### config.mk
export PLATFORM = sky130hd
export DESIGN_NAME = fifo_wr_ctrl
export DESIGN_NICKNAME = d
export VERILOG_FILES = /design/src/rtl/fifo_wr_ctrl.sv
export SDC_FILE = /design/constraint.sdc
export NUM_CORES = 1
export LEC_CHECK = 0
export BUFFER_PORTS_ARGS = -buffer_cell sky130_fd_sc_hd__buf_4
export CAP_MARGIN = 20
export CORE_MARGIN = 5
export CORE_UTILIZATION = 35
export CTS_CLUSTER_DIAMETER = 200
export DETAILED_ROUTE_END_ITERATION = 6
export PLACE_DENSITY = 0.69
export REMOVE_ABC_BUFFERS = 1
export SETUP_SLACK_MARGIN = 0.1
export SYNTH_ARGS = -nofsm -noshare
export SYNTH_HDL_FRONTEND = slang
export SYNTH_SLANG_ARGS = --single-unit
export TNS_END_PERCENT = 5
### constraint.sdc
create_clock -name w_clk -period 2.34 [get_ports w_clk]
set_input_delay 0.468 -clock w_clk [delete_from_list [all_inputs] [get_ports w_clk]]
set_output_delay 0.468 -clock w_clk [all_outputs]
set_load 0.02 [all_outputs]
### src/rtl/fifo_wr_ctrl.sv
// Write-side pointer/flag controller for the TX FIFO storage array (w_clk domain).
// Optional almost_full hint is built only when TX_ALMOST_FULL_EN is defined; TX_DEPTH sets the default depth.
`ifndef TX_DEPTH
`define TX_DEPTH 16
`endif

module fifo_wr_ctrl #(
  parameter int FIFO_DEPTH     = `TX_DEPTH,
  parameter int ALMOST_FULL_TH = 2
) (
  input  logic                          w_clk,
  input  logic                          rst,
  input  logic                          wr_req,
  input  logic [$clog2(FIFO_DEPTH):0]   rd_ptr_gray,
  input  logic                          ovf_clr,
  output logic                          w_en,
  output logic [$clog2(FIFO_DEPTH)-1:0] w_addr,
  output logic [$clog2(FIFO_DEPTH):0]   wr_ptr_gray,
  output logic                          full,
  output logic [$clog2(FIFO_DEPTH):0]   w_level,
`ifdef TX_ALMOST_FULL_EN
  output logic                          almost_full,
`endif
  output logic                          wr_ovf
);

  localparam int ADDR_W = $clog2(FIFO_DEPTH);

  function automatic logic [ADDR_W:0] bin2gray(input logic [ADDR_W:0] b);
    return b ^ (b >> 1);
  endfunction

  function automatic logic [ADDR_W:0] gray2bin(input logic [ADDR_W:0] g);
    logic [ADDR_W:0] b;
    b = '0;
    b[ADDR_W] = g[ADDR_W];
    for (int i = ADDR_W - 1; i >= 0; i--) begin
      b[i] = b[i+1] ^ g[i];
    end
    return b;
  endfunction

  logic [ADDR_W:0] r_wbin;
  logic [ADDR_W:0] r_wgray;
  logic [ADDR_W:0] r_sync1;
  logic [ADDR_W:0] r_sync2;
  logic            r_full;
  logic            r_ovf;

  logic            w_push;
  logic [ADDR_W:0] w_wbin_next;
  logic [ADDR_W:0] w_wgray_next;
  logic [ADDR_W:0] w_rbin_s;
  logic [ADDR_W:0] w_full_cmp;

  assign w_push       = wr_req & ~r_full;
  assign w_wbin_next  = r_wbin + {{ADDR_W{1'b0}}, w_push};
  assign w_wgray_next = bin2gray(w_wbin_next);
  assign w_rbin_s     = gray2bin(r_sync2);
  // Read pointer one full lap behind: top two Gray bits inverted, rest equal.
  assign w_full_cmp   = {~r_sync2[ADDR_W:ADDR_W-1], r_sync2[ADDR_W-2:0]};

  always_ff @(posedge w_clk or negedge rst) begin
    if (!rst) begin
      r_wbin  <= '0;
      r_wgray <= '0;
    end else begin
      r_wbin  <= w_wbin_next;
      r_wgray <= w_wgray_next;
    end
  end

  always_ff @(posedge w_clk or negedge rst) begin
    if (!rst) begin
      r_sync1 <= '0;
      r_sync2 <= '0;
    end else begin
      r_sync1 <= rd_ptr_gray;
      r_sync2 <= r_sync1;
    end
  end

  // Overflow set takes priority over a same-cycle clear.
  always_ff @(posedge w_clk or negedge rst) begin
    if (!rst) begin
      r_full <= 1'b0;
      r_ovf  <= 1'b0;
    end else begin
      r_full <= (w_wgray_next == w_full_cmp);
      r_ovf  <= (wr_req & r_full) | (r_ovf & ~ovf_clr);
    end
  end

`ifdef TX_ALMOST_FULL_EN
  localparam logic [ADDR_W:0] DEPTH_V = (ADDR_W + 1)'(FIFO_DEPTH);
  localparam logic [ADDR_W:0] TH_V    = (ADDR_W + 1)'(ALMOST_FULL_TH);

  logic            r_af;
  logic [ADDR_W:0] w_level_next;
  logic [ADDR_W:0] w_free_next;

  assign w_level_next = w_wbin_next - w_rbin_s;
  assign w_free_next  = DEPTH_V - w_level_next;

  always_ff @(posedge w_clk or negedge rst) begin
    if (!rst) begin
      r_af <= 1'b0;
    end else begin
      r_af <= (w_free_next <= TH_V);
    end
  end

  assign almost_full = r_af;
`endif

  assign w_en        = w_push;
  assign w_addr      = r_wbin[ADDR_W-1:0];
  assign wr_ptr_gray = r_wgray;
  assign full        = r_full;
  assign w_level     = r_wbin - w_rbin_s;
  assign wr_ovf      = r_ovf;

endmodule

== After elaboration in Yosys (flattened, before gate mapping) ==
Index checks and enable logic that the tools add are counted.

* Bits in latches: 0
* Input bits: 9
* Bits in registers: 22
* Word-level logic and storage cells: 21
* ROM bits: 0
* RAM bits: 0
* Memories kept: 0

* Div/mod/pow operators: 0
* Multipliers: 0
* Bitwise operators: 12
* Multiplexer cells: 0
* Reduce and logical (&&, ||, !) cells: 0
* Equality and inequality tests: 1
* Add/sub/neg operators: 2
* Shifts and indexed selects: 0
* Magnitude comparators: 0

{| class="wikitable"
|+ Operators by type and width
! kind !! count
|-
| adder 5 x 1 -> 5 bit || 1
|-
| == test 5 bit || 1
|-
| subtractor 5 bit || 1
|-
| bitwise XOR 5 x 4 -> 5 bit || 1
|-
| bitwise XOR 1 bit || 4
|-
| AND 1 bit || 3
|-
| inverter 1 bit || 2
|-
| inverter 2 bit || 1
|-
| OR 1 bit || 1
|}

== Logic depth before layout (Yosys ltp) ==
Gate-level depths: netlist (run 1).

* Depth after elaboration: 5
* Mapped depth: 10
* Depth with buffers taken out: 10

== Worst setup path before layout (run 1) ==
Ideal clock, no wire load.

* Kind: register to output
* From: reg r_sync2[4]
* To: out w_level[4]
* Data arrival time: 2.332 ns
* Setup slack: -0.460 ns
* Buffers on the path: 0
* Data required time: 1.872 ns
* Stages on the path, launching flop included: 11
* Cells stage by stage: dfrtp_1 -> xnor2_2 -> xor2_2 -> xor2_1 -> xnor2_1 -> ha_1 -> fa_1 -> inv_1 -> a21o_1 -> a21oi_1 -> xnor2_1

* Longest elaborated chain between the ends: 5

{| class="wikitable"
|+ Ends and longest elaborated chain
! element !! line !! RTL
|-
| from (decl) || 46 || <nowiki>logic [ADDR_W:0] r_sync2;</nowiki>
|-
| from (signal assigned) || 79 || <nowiki>r_sync2 <= r_sync1;</nowiki>
|-
| bitwise XOR 1 bit (4 in a row) || 38 || <nowiki>b[i] = b[i+1] ^ g[i];</nowiki>
|-
| subtractor 5 bit (*) || 120 || <nowiki>assign w_level = r_wbin - w_rbin_s;</nowiki>
|-
| to (decl) || 20 || <nowiki>output logic [$clog2(FIFO_DEPTH):0] w_level,</nowiki>
|}

Mark *: on every way between the ends. The rest lies on a longest branch, timed or not.

== Final worst setup path (run 1) ==
Same ends and word-level chain as after synthesis.

==> summary.txt, run 1 <==
Status
  • Status: complete, but fails checks
  • Violated checks: negative setup slack

Cells and area
  • Post-layout net count: 147
  • ANT cells: 0
  • Final core utilization: 49.05%
  • Layout area overhead: 36.28%
  • Highest-count cells in the layout ignoring fill and taps: 40 x buf_4, 21 x dfrtp_1, 15 x xnor2_1
  • Most common cell after layout, fill and taps aside: buf_4
  • Post-route non-filler standard cell count: 174
  • Share of cells above drive strength 1: 45.38%

Synth
  • Cell accounting for the most synthesized area: dfrtp_1
  • Syn. warnings: 0
  • Mean post-synth cell area: 12.24 sq um
  • XOR/XNOR share of the synthesized area: 22.39%
  • Synth Area in Compound Gates: 8.611%
  • Yosys reg bits: 21
  • Post-synthesis sequential area ratio: 48.22%
  • Simple-Gate Fraction of Synth Area: 5.626%
  • Post-synthesis adder-cell area fraction: 8.726%
  • Top cell type's share of synthesized area: 48.22%
  • Post-Syn Area: 1090 sq um
  • Multiplexer area fraction after synthesis: 0%
  • Largest family of logic cells by synthesized area: XOR/XNOR gates
  • Synth cell types: 28
  • Post-synthesis instance total: 89
  • Synth area leaders: dfrtp_1 48%, xnor2_1 13%, ha_1 6.9%, xor2_1 4.0%, inv_1 3.1%

Pwr
  • Comb pwr share: 67.3%
  • VDD IR max: 0.3941 mV
  • Sequential Power Share: 24.9%
  • Tot Pwr: 2.264 mW
  • Sw Ratio: 43.30%
  • Pwr dens: 1525 nW/um^2
  • Power share of the clock group: 7.9%
  • P_sw: 0.9805 mW
  • Cell-internal power: 1.284 mW
  • Pleak: 0.6960 nW

Route
  • Drt total wl: 1.932 mm
  • Post-DRT Antenna Nets: 0
  • Vias/cell: 4.144
  • Vias: 721
  • DR top layer: met4
  • Residual DRC: 0
  • Met2 wire length: 949 microns
  • DR WL/cell: 11.10 microns
  • Router iterations before antenna repair: 4
  • Initial DRC Count: 10
  • Met1 WL: 839 microns
  • Metal3 WL: 118 microns

Run
  • Max Cap Viol: 0

Timing
  • Rel. slew slack: 74.47%
  • Fin worst setup slack: -669.1 ps
  • Fin. max-slew vios: 0
  • Fin. Hold Viols: 0
  • Setup tns final: -2374 ps
  • Final cycle utilization of the critical path: 128.6%
  • Worst-case clock skew: 5.180 ps
  • RSZ-0062 raised after global routing: true
  • Crit path time final: 3009 ps
  • Final setup vio count: 5
  • Least-Margin Pin Slew: 380.2 ps
  • Max Freq: 0.3323 GHz

Placement
  • Port buffer count: 25
  • Placer congestion estimate: 0.7773
  • DP Wirelength: 1.527 mm
  • Post-placement cell count: 164

Worst setup path
  • Highest-delay cell along the critical path: dfrtp_1
  • Setup crit end kind: primary output
  • CP Class: reg2out
  • Crit path max-delay family: XOR/XNOR gates
  • Buffer and inverter count on the worst path: 2
  • WP data required: 1870 ps
  • Crit-path max cell delay: 430 ps
  • CP Cell Sequence: xnor2_2 -> xor2_2 -> xor2_2 -> xnor2_1 -> ha_2 -> fa_2 -> inv_1 -> a21o_1 -> a21oi_2 -> xnor2_1 -> buf_4
  • Worst Path Arrival: 2540 ps
  • CP startpoint kind: register
  • Crit-path max FO: 2

CTS
  • TritonCTS Buffers: 3
  • H-tree levels: 1
  • Clock latency on the worst-skew pair: 300 ps
  • # hold bufs at CTS: 0
  • CTS sink count: 21
  • Clock buffer depth: 2
  • CTS Root Cell: clkbuf_4
  • CTS tree: yes
  • CTS clk-pin slew, worst paths: 120 ps

Die
  • Die Y: 65.80 microns
  • Rows: 20
  • CORE AREA: 3028 sq um
  • Die width: 65.80 microns
  • Top Ports: 26
  • Die area: 4330 sq um
  • Initial core utilization: 35.99%

Global routing
  • First-pass GRT wire length: 3.160 mm
  • Initial antenna violation count: 0
  • Largest net degree at the start of global routing: 22
  • GRT overflow: 0
  • Vias in the first global route: 707
  • GR Util All Layers: 9.622%

Min path
  • Hold Path Class: in2async
[state kept, by name, summed over array words and instances (netlist names)]
signal / flops
r_sync1: 5
r_sync2: 5
r_wbin: 5
wr_ptr_gray: 4
full: 1
wr_ovf: 1
[kinds of logic (layout without fill, tap and decap cells)]
kind of cell,count (synthesis),after routing
buf+inv,14,55
flops,21,21
fa+ha+maj,7,7
xor+xnor,24,24
simple gates,11,11
compound gates,12,12
[power by group through the flow]
| stage | Sequential [mW] | Clock, mW | Combinational (mW) |
|---|---|---|---|
| final | 0.563 | 0.179 | 1.52 |
| after floorplan | 0.698 | 0 | 0.777 |
| after CTS | 0.566 | 0.180 | 1.54 |
| after detailed placement | 0.573 | 0 | 1.43 |
| after global routing | 0.582 | 0.194 | 1.65 |
| after global placement | 0.569 | 0 | 1.39 |
[final timing paths]
path	cells after the start	slack [ps]	to	from
worst max register to register	7	270	full	full
worst max-delay path	11	-670	w_level[4]	r_sync2[4]
worst min register to register	0	360	r_sync2[2]	r_sync1[2]
worst min-delay path	1	30	wr_ptr_gray[0]	rst
min in group w_clk	1	260	r_sync1[0]	rd_ptr_gray[0]
max in group asynchronous	1	2090	r_wbin[4]	rst
[layer usage]
metal / track usage (%) / vias to the layer above
met5: 0 / -
li1: - / 365
met2: 16.52 / 21
met4: 3.109 / 0
met3: 2.721 / 4
met1: 11.51 / 331
[timing repair]
action	in CTS	in global routing
buffers inserted	5	1
endpoints found under the setup margin	5	5
pin swaps	9	6
gates cloned	0	0
hold endpoints to repair	0	0
gates resized for setup	10	0
[final cells by class]
type                    count  area, sq um
fillers                   281         1543
clock buffers               4        26.28
multi-input cells          54        521.8
repair buffers             42        322.8
flip-flops and latches     21        525.5
inverters                   9        33.78
well taps                  44        55.05
[synthesized netlist by cell type]
cell type	count
nor2b_1	1
xor2_1	5
o32ai_1	1
or3_1	1
nand3_1	2
inv_1	9
a21boi_4	1
o22ai_1	2
buf_2	2
xor2_4	1
a21o_1	2
a21oi_1	3
xor2_2	1
xnor2_2	1
ha_1	6
fa_1	1
nand2b_1	2
dfrtp_1	21
and2_4	1
nand4_1	1
clkbuf_1	1
o21ai_0	1
nand2_1	2
a31oi_1	1
buf_6	2
nor2_1	1
a211oi_2	1
xnor2_1	16
[through the flow]
step                      hold slack (ps)  area (sq um)  setup slack (ps)
final                               26.81          1485            -669.1
after detailed placement            334.7          1379            -472.0
after floorplan                     172.4          1054            -460.3
after global routing                33.77          1485            -804.4
after global placement              332.5          1379            -347.1
after CTS                           30.86          1478            -723.2
Note: power is estimated with default switching activity, not from simulation.
==> run 2: changes to the inputs <==
--- a/config.mk
+++ b/config.mk
@@ -14,6 +14,7 @@
 export PLACE_DENSITY = 0.69
 export REMOVE_ABC_BUFFERS = 1
 export SETUP_SLACK_MARGIN = 0.1
+export SKIP_CTS_REPAIR_TIMING = 1
 export SYNTH_ARGS = -nofsm -noshare
 export SYNTH_HDL_FRONTEND = slang
 export SYNTH_SLANG_ARGS = --single-unit
==> run 2 against run 1 <==
  * The flow still finishes with violations (negative setup slack)
  * Clock-buffer cell count unchanged
  * Routed wire length decreased by 0.88%
  * Global-route usage decreased by 0.082 points
  * Sequential cell count unchanged
  * Hold slack got worse by 1.0 ps
  * First-iteration DRC count decreased by 30%
  * Clock power about the same
  * Sequential share of layout area increased by 0.64 points
  * Critical path type unchanged
  * Largest power group unchanged
==> summary.txt, run 2 (synthesis gave the netlist of run 1 again) <==
Route
  • Router iterations before antenna repair: 4 (unchanged)
  • Met1 WL: 819 microns (was 839 microns)
  • Vias: 718 (was 721)
  • Metal3 WL: 117 microns (was 118 microns)
  • Met2 wire length: 946 microns (was 949 microns)
  • Vias/cell: 4.199 (was 4.144)
  • Drt total wl: 1.915 mm (was 1.932 mm)
  • Post-DRT Antenna Nets: 0 (unchanged)
  • DR top layer: met4 (unchanged)
  • Residual DRC: 0 (unchanged)
  • Initial DRC Count: 7 (was 10)
  • DR WL/cell: 11.20 microns (was 11.10 microns)

Die
  • Die Y: 65.80 microns (unchanged)
  • Top Ports: 26 (unchanged)
  • CORE AREA: 3028 sq um (unchanged)
  • Rows: 20 (unchanged)
  • Die area: 4330 sq um (unchanged)
  • Initial core utilization: 35.99% (unchanged)
  • Die width: 65.80 microns (unchanged)

Worst setup path
  • CP Class: reg2out (unchanged)
  • Worst Path Arrival: 2550 ps (was 2540 ps)
  • CP startpoint kind: register (unchanged)
  • Crit-path max FO: 2 (unchanged)
  • Setup crit end kind: primary output (unchanged)
  • WP data required: 1870 ps (about the same)

CTS
  • CTS tree: yes (unchanged)
  • TritonCTS Buffers: 3 (unchanged)
  • Clock buffer depth: 2 (unchanged)
  • CTS sink count: 21 (unchanged)
  • H-tree levels: 1 (unchanged)
  • Clock latency on the worst-skew pair: 300 ps (about the same)
  • CTS clk-pin slew, worst paths: 120 ps (about the same)
  • CTS Root Cell: clkbuf_4 (unchanged)

Timing
  • Fin. max-slew vios: 0 (unchanged)
  • Setup tns final: -2453 ps (was -2374 ps)
  • Worst Hold Slack: 25.78 ps (was 26.81 ps)
  • Max Freq: 0.3314 GHz (was 0.3323 GHz)
  • Least-Margin Pin Slew: 384.1 ps (was 380.2 ps)
  • Worst-case clock skew: 4.801 ps (was 5.180 ps)
  • RSZ-0062 raised after global routing: true (unchanged)
  • Fin worst setup slack: -677.5 ps (was -669.1 ps)
  • Fin. Hold Viols: 0 (unchanged)
  • Crit path time final: 3018 ps (was 3009 ps)
  • Final setup vio count: 5 (unchanged)
  • Final cycle utilization of the critical path: 129.0% (was 128.6%)
  • Rel. slew slack: 74.21% (was 74.47%)

Cells and area
  • Most common cell after layout, fill and taps aside: buf_4 (unchanged)
  • Post-layout net count: 144 (was 147)
  • ANT cells: 0 (unchanged)
  • Register area: 525.5 sq um (unchanged)
  • Highest-count cells in the layout ignoring fill and taps: 37 x buf_4, 21 x dfrtp_1, 15 x xnor2_1 (was 40 x buf_4, 21 x dfrtp_1, 15 x xnor2_1)
  • Fillers: 289 (was 281)
  • Multi-input logic area: 518.0 sq um (was 521.8 sq um)
  • Share of cells above drive strength 1: 43.31% (was 45.38%)
  • Largest registers: r_sync1 (5), r_sync2 (5), r_wbin (5) (unchanged)
  • Layout area overhead: 33.87% (was 36.28%)

Pwr
  • Pwr dens: 1529 nW/um^2 (was 1525 nW/um^2)
  • VDD IR max: 0.4041 mV (was 0.3941 mV)
  • Tot Pwr: 2.230 mW (was 2.264 mW)
  • Pleak: 0.6814 nW (was 0.6960 nW)

Global routing
  • GR Util All Layers: 9.539% (was 9.622%)
  • Largest net degree at the start of global routing: 22 (unchanged)
  • First-pass GRT wire length: 3.132 mm (was 3.160 mm)
  • Initial antenna violation count: 0 (unchanged)
  • GRT overflow: 0 (unchanged)
  • Vias in the first global route: 690 (was 707)

Status
  • Status: complete, but fails checks (unchanged)
  • Violated checks: negative setup slack (unchanged)

Placement
  • Placement Setup Slack: -472.0 ps (unchanged)
  • Port buffer count: 25 (unchanged)
  • DP Wirelength: 1.527 mm (unchanged)
  • Placer congestion estimate: 0.7773 (unchanged)

Run
  • Max Cap Viol: 0 (unchanged)

Min path
  • Hold Path Class: in2async (unchanged)
==> run 2: cell count changes in the layout (fill, tap and decap cells not counted), sizes merged <==
cell	delta
buf	-3
==> run 2: per-stage QoR <==
| stage | cell area, sq um | instances | utilization (%) |
|---|---|---|---|
| after floorplan | 1054 | 84 | - |
| after global placement | 1379 | 164 | 45.54 |
| after detailed placement | 1379 | 164 | 45.54 |
| after CTS | 1405 | 168 | 46.41 |
| after global routing | 1459 | 171 | 48.18 |
| final | 1459 | 171 | 48.18 |
==> run 2: report_power, final <==
part | switching [mW] | total, mW | internal (mW)
clock | 0.112 | 0.178 | 0.0664
sequential | 0.0956 | 0.564 | 0.469
combinational | 0.761 | 1.49 | 0.727
total | 0.968 | 2.23 | 1.26
==> run 2: area by class of cell <==
class | instances | share of cell area, %
Inverter | 9 | 2.316
Sequential cell | 21 | 36.02
Clock buffer | 4 | 1.801
Tap cell | 44 | 3.774
Multi-Input combinational cell | 54 | 35.51
Timing Repair Buffer | 39 | 20.58
==> run 2: worst paths after layout <==
path,from,endpoint,slack (ps),cells past startpoint
max in group asynchronous,rst,r_wbin[4],2090,1
max,r_sync2[3],w_level[4],-680,11
min reg2reg,r_sync1[2],r_sync2[2],360,0
max reg2reg,full,full,270,7
min in group w_clk,rd_ptr_gray[0],r_sync1[0],260,1
min,rst,wr_ptr_gray[0],30,1
==> run 2: worst max-delay path, stage by stage (launching register included) <==
cell and delay (ps):
dfrtp_1 430, xnor2_2 230, xor2_2 230, xor2_2 210, xnor2_2 130, ha_2 200, fa_2 200, inv_1 40
a21o_1 160, a21oi_2 140, xnor2_1 120, buf_4 160
==> run 2: routing by layer <==
| layer | vias up | GRT usage, % |
|---|---|---|
| met5 | - | 0 |
| met1 | 332 | 11.68 |
| met3 | 4 | 2.721 |
| met2 | 22 | 16.02 |
| li1 | 360 | - |
| met4 | 0 | 3.109 |
==> run 3: changes to the inputs <==
--- a/config.mk
+++ b/config.mk
@@ -11,7 +11,7 @@
 export CORE_UTILIZATION = 35
 export CTS_CLUSTER_DIAMETER = 200
 export DETAILED_ROUTE_END_ITERATION = 6
-export PLACE_DENSITY = 0.69
+export PLACE_DENSITY = 0.67
 export REMOVE_ABC_BUFFERS = 1
 export SETUP_SLACK_MARGIN = 0.1
 export SKIP_CTS_REPAIR_TIMING = 1
==> constraint.sdc (replaced) <==
create_clock -name w_clk -period 3.5 [get_ports w_clk]
set_input_delay 0.7 -clock w_clk [delete_from_list [all_inputs] [get_ports w_clk]]
set_output_delay 0.7 -clock w_clk [all_outputs]
set_load 0.02 [all_outputs]
==> run 3 against run 2 <==
  * The flow now finishes without violations
  * Highest routed layer is now met3
  * Sequential share of layout area increased by 3.0 points
  * Global-route usage increased by 0.81 points
  * Critical path depth unchanged
  * First-iteration DRC count rose by 140%
  * Worst setup slack gained 870 ps
==> summary.txt, run 3 (synthesis gave the netlist of run 1 again) <==
Cells and area
  • Largest registers: r_sync1 (5), r_sync2 (5), r_wbin (5) (unchanged)
  • ANT cells: 0 (unchanged)
  • Most common cell after layout, fill and taps aside: buf_4 (unchanged)
  • Post-layout net count: 131 (was 144)
  • Share of cells above drive strength 1: 34.21% (was 43.31%)
  • Final Instance Area: 1346 sq um (was 1459 sq um)
  • Layout area overhead: 23.54% (was 33.87%)
  • Fillers: 300 (was 289)
  • Highest-count cells in the layout ignoring fill and taps: 26 x buf_4, 21 x dfrtp_1, 16 x xnor2_1 (was 37 x buf_4, 21 x dfrtp_1, 15 x xnor2_1)

Timing
  • Worst-case clock skew: 12.86 ps (was 4.801 ps)
  • Fin. Hold Viols: 0 (unchanged)
  • Final setup vio count: 0 (was 5)
  • Fin. max-slew vios: 0 (unchanged)
  • Crit path time final: 3310 ps
  • Final cycle utilization of the critical path: 94.56%
  • Rel. slew slack: 68.79% (was 74.21%)
  • Least-Margin Pin Slew: 468.1 ps (was 384.1 ps)
  • Setup tns final: 0 ps (was -2453 ps)
  • Worst Hold Slack: 259.1 ps (was 25.78 ps)
  • Fin worst setup slack: 190.5 ps (was -677.5 ps)
  • RSZ-0062 raised after global routing: true (unchanged)
  • Max Freq: 0.3022 GHz

Worst setup path
  • R2r startpoint: full (unchanged)
  • Crit-path max FO: 3 (was 2)
  • Setup crit end kind: primary output (unchanged)
  • CP Cell Sequence: xnor2_2 -> xor2_2 -> xor2_2 -> xnor2_1 -> ha_2 -> fa_2 -> inv_1 -> a21o_1 -> a21oi_2 -> xnor2_1 -> buf_4 (was xnor2_2 -> xor2_2 -> xor2_2 -> xnor2_2 -> ha_2 -> fa_2 -> inv_1 -> a21o_1 -> a21oi_2 -> xnor2_1 -> buf_4)
  • WP data required: 2800 ps (was 1870 ps)
  • CP Class: reg2out (unchanged)
  • Worst Path Arrival: 2610 ps (was 2550 ps)
  • CP startpoint kind: register (unchanged)
  • Worst setup startpoint: r_sync2[3] (unchanged)
  • Crit path max-delay family: XOR/XNOR gates (unchanged)
  • Buffer and inverter count on the worst path: 2 (unchanged)
  • Highest-delay cell along the critical path: dfrtp_1 (unchanged)
  • Crit-path max cell delay: 450 ps (was 430 ps)

Route
  • Residual DRC: 0 (unchanged)
  • Vias: 698 (was 718)
  • Router iterations before antenna repair: 3 (was 4)
  • Post-DRT Antenna Nets: 0 (unchanged)
  • Vias/cell: 4.418 (was 4.199)
  • DR WL/cell: 12.27 microns (was 11.20 microns)
  • Initial DRC Count: 17 (was 7)
  • Drt total wl: 1.938 mm (was 1.915 mm)

Die
  • Initial core utilization: 35.99% (unchanged)
  • CORE AREA: 3028 sq um (unchanged)
  • Die width: 65.80 microns (unchanged)
  • Die Y: 65.80 microns (unchanged)
  • Die area: 4330 sq um (unchanged)
  • Top Ports: 26 (unchanged)
  • Rows: 20 (unchanged)

CTS
  • CTS sink count: 21 (unchanged)
  • CTS tree: yes (unchanged)
  • CTS clk-pin slew, worst paths: 120 ps (about the same)
  • CTS Root Cell: clkbuf_4 (unchanged)
  • Clock buffer depth: 2 (unchanged)
  • H-tree levels: 1 (unchanged)
  • TritonCTS Buffers: 3 (unchanged)
  • Clock latency on the worst-skew pair: 300 ps (about the same)

Global routing
  • Largest net degree at the start of global routing: 22 (unchanged)
  • Vias in the first global route: 741 (was 690)
  • Initial antenna violation count: 0 (unchanged)
  • First-pass GRT wire length: 3.463 mm (was 3.132 mm)
  • GRT overflow: 0 (unchanged)
  • GR Util All Layers: 10.35% (was 9.539%)

Placement
  • Placement Setup Slack: 401.6 ps (was -472.0 ps)
  • DP Wirelength: 1.575 mm (was 1.527 mm)
  • Port buffer count: 25 (unchanged)
  • Cell area after placement: 1296 sq um (was 1379 sq um)
  • Placer congestion estimate: 0.7021 (was 0.7773)

Pwr
  • Tot Pwr: 1.403 mW (was 2.230 mW)
  • Pwr dens: 1042 nW/um^2 (was 1529 nW/um^2)
  • VDD IR max: 0.3862 mV (was 0.4041 mV)
  • Pleak: 0.6116 nW (was 0.6814 nW)

Min path
  • Hold Path Class: in2async (unchanged)

Status
  • Status: finished, final reports clean (was complete, but fails checks)

Run
  • Max Cap Viol: 0 (unchanged)
-- run 3: area by class of cell --
type,count,area (sq um),share of cell area [%]
multi-input combinational,54,510.5,37.92
sequential,21,525.5,39.03
clock buffer,4,26.28,1.952
timing repair buffer,26,195.2,14.50
inverter,9,33.78,2.509
tap,44,55.05,4.089
-- run 3: worst paths after layout --
check,to,depth (start not counted),slack (ps)
max,w_level[4],11,190
min reg2reg,r_sync2[2],0,360
max in group asynchronous,wr_ptr_gray[0],1,3010
min in group w_clk,r_sync2[2],0,360
min,r_sync2[2],1,260
max reg2reg,full,7,1190
-- run 3: layer usage --
metal / track usage [%] / vias up / share of wire (%)
met5: 0 / - / 0
met4: 3.109 / 0 / 0
met3: 1.871 / 0 / 4.9
met2: 17.27 / 15 / 51
met1: 13.56 / 350 / 44
li1: - / 333 / -
-- run 3: through the flow --
| step | utilization [%] | cells |
|---|---|---|
| after floorplan | - | 84 |
| final | 44.46 | 158 |
| after global routing | 44.46 | 158 |
| after detailed placement | 42.81 | 153 |
| after CTS | 43.68 | 157 |
| after global placement | 42.81 | 153 |
-- run 3: power breakdown --
group | switching [mW] | total [mW] | leakage [nW] | internal, mW
Clock | 0.0681 | 0.112 | 0.0150 | 0.0443
Sequential | 0.0910 | 0.404 | 0.250 | 0.313
Combinational | 0.468 | 0.886 | 0.347 | 0.419
Total | 0.627 | 1.40 | 0.612 | 0.776
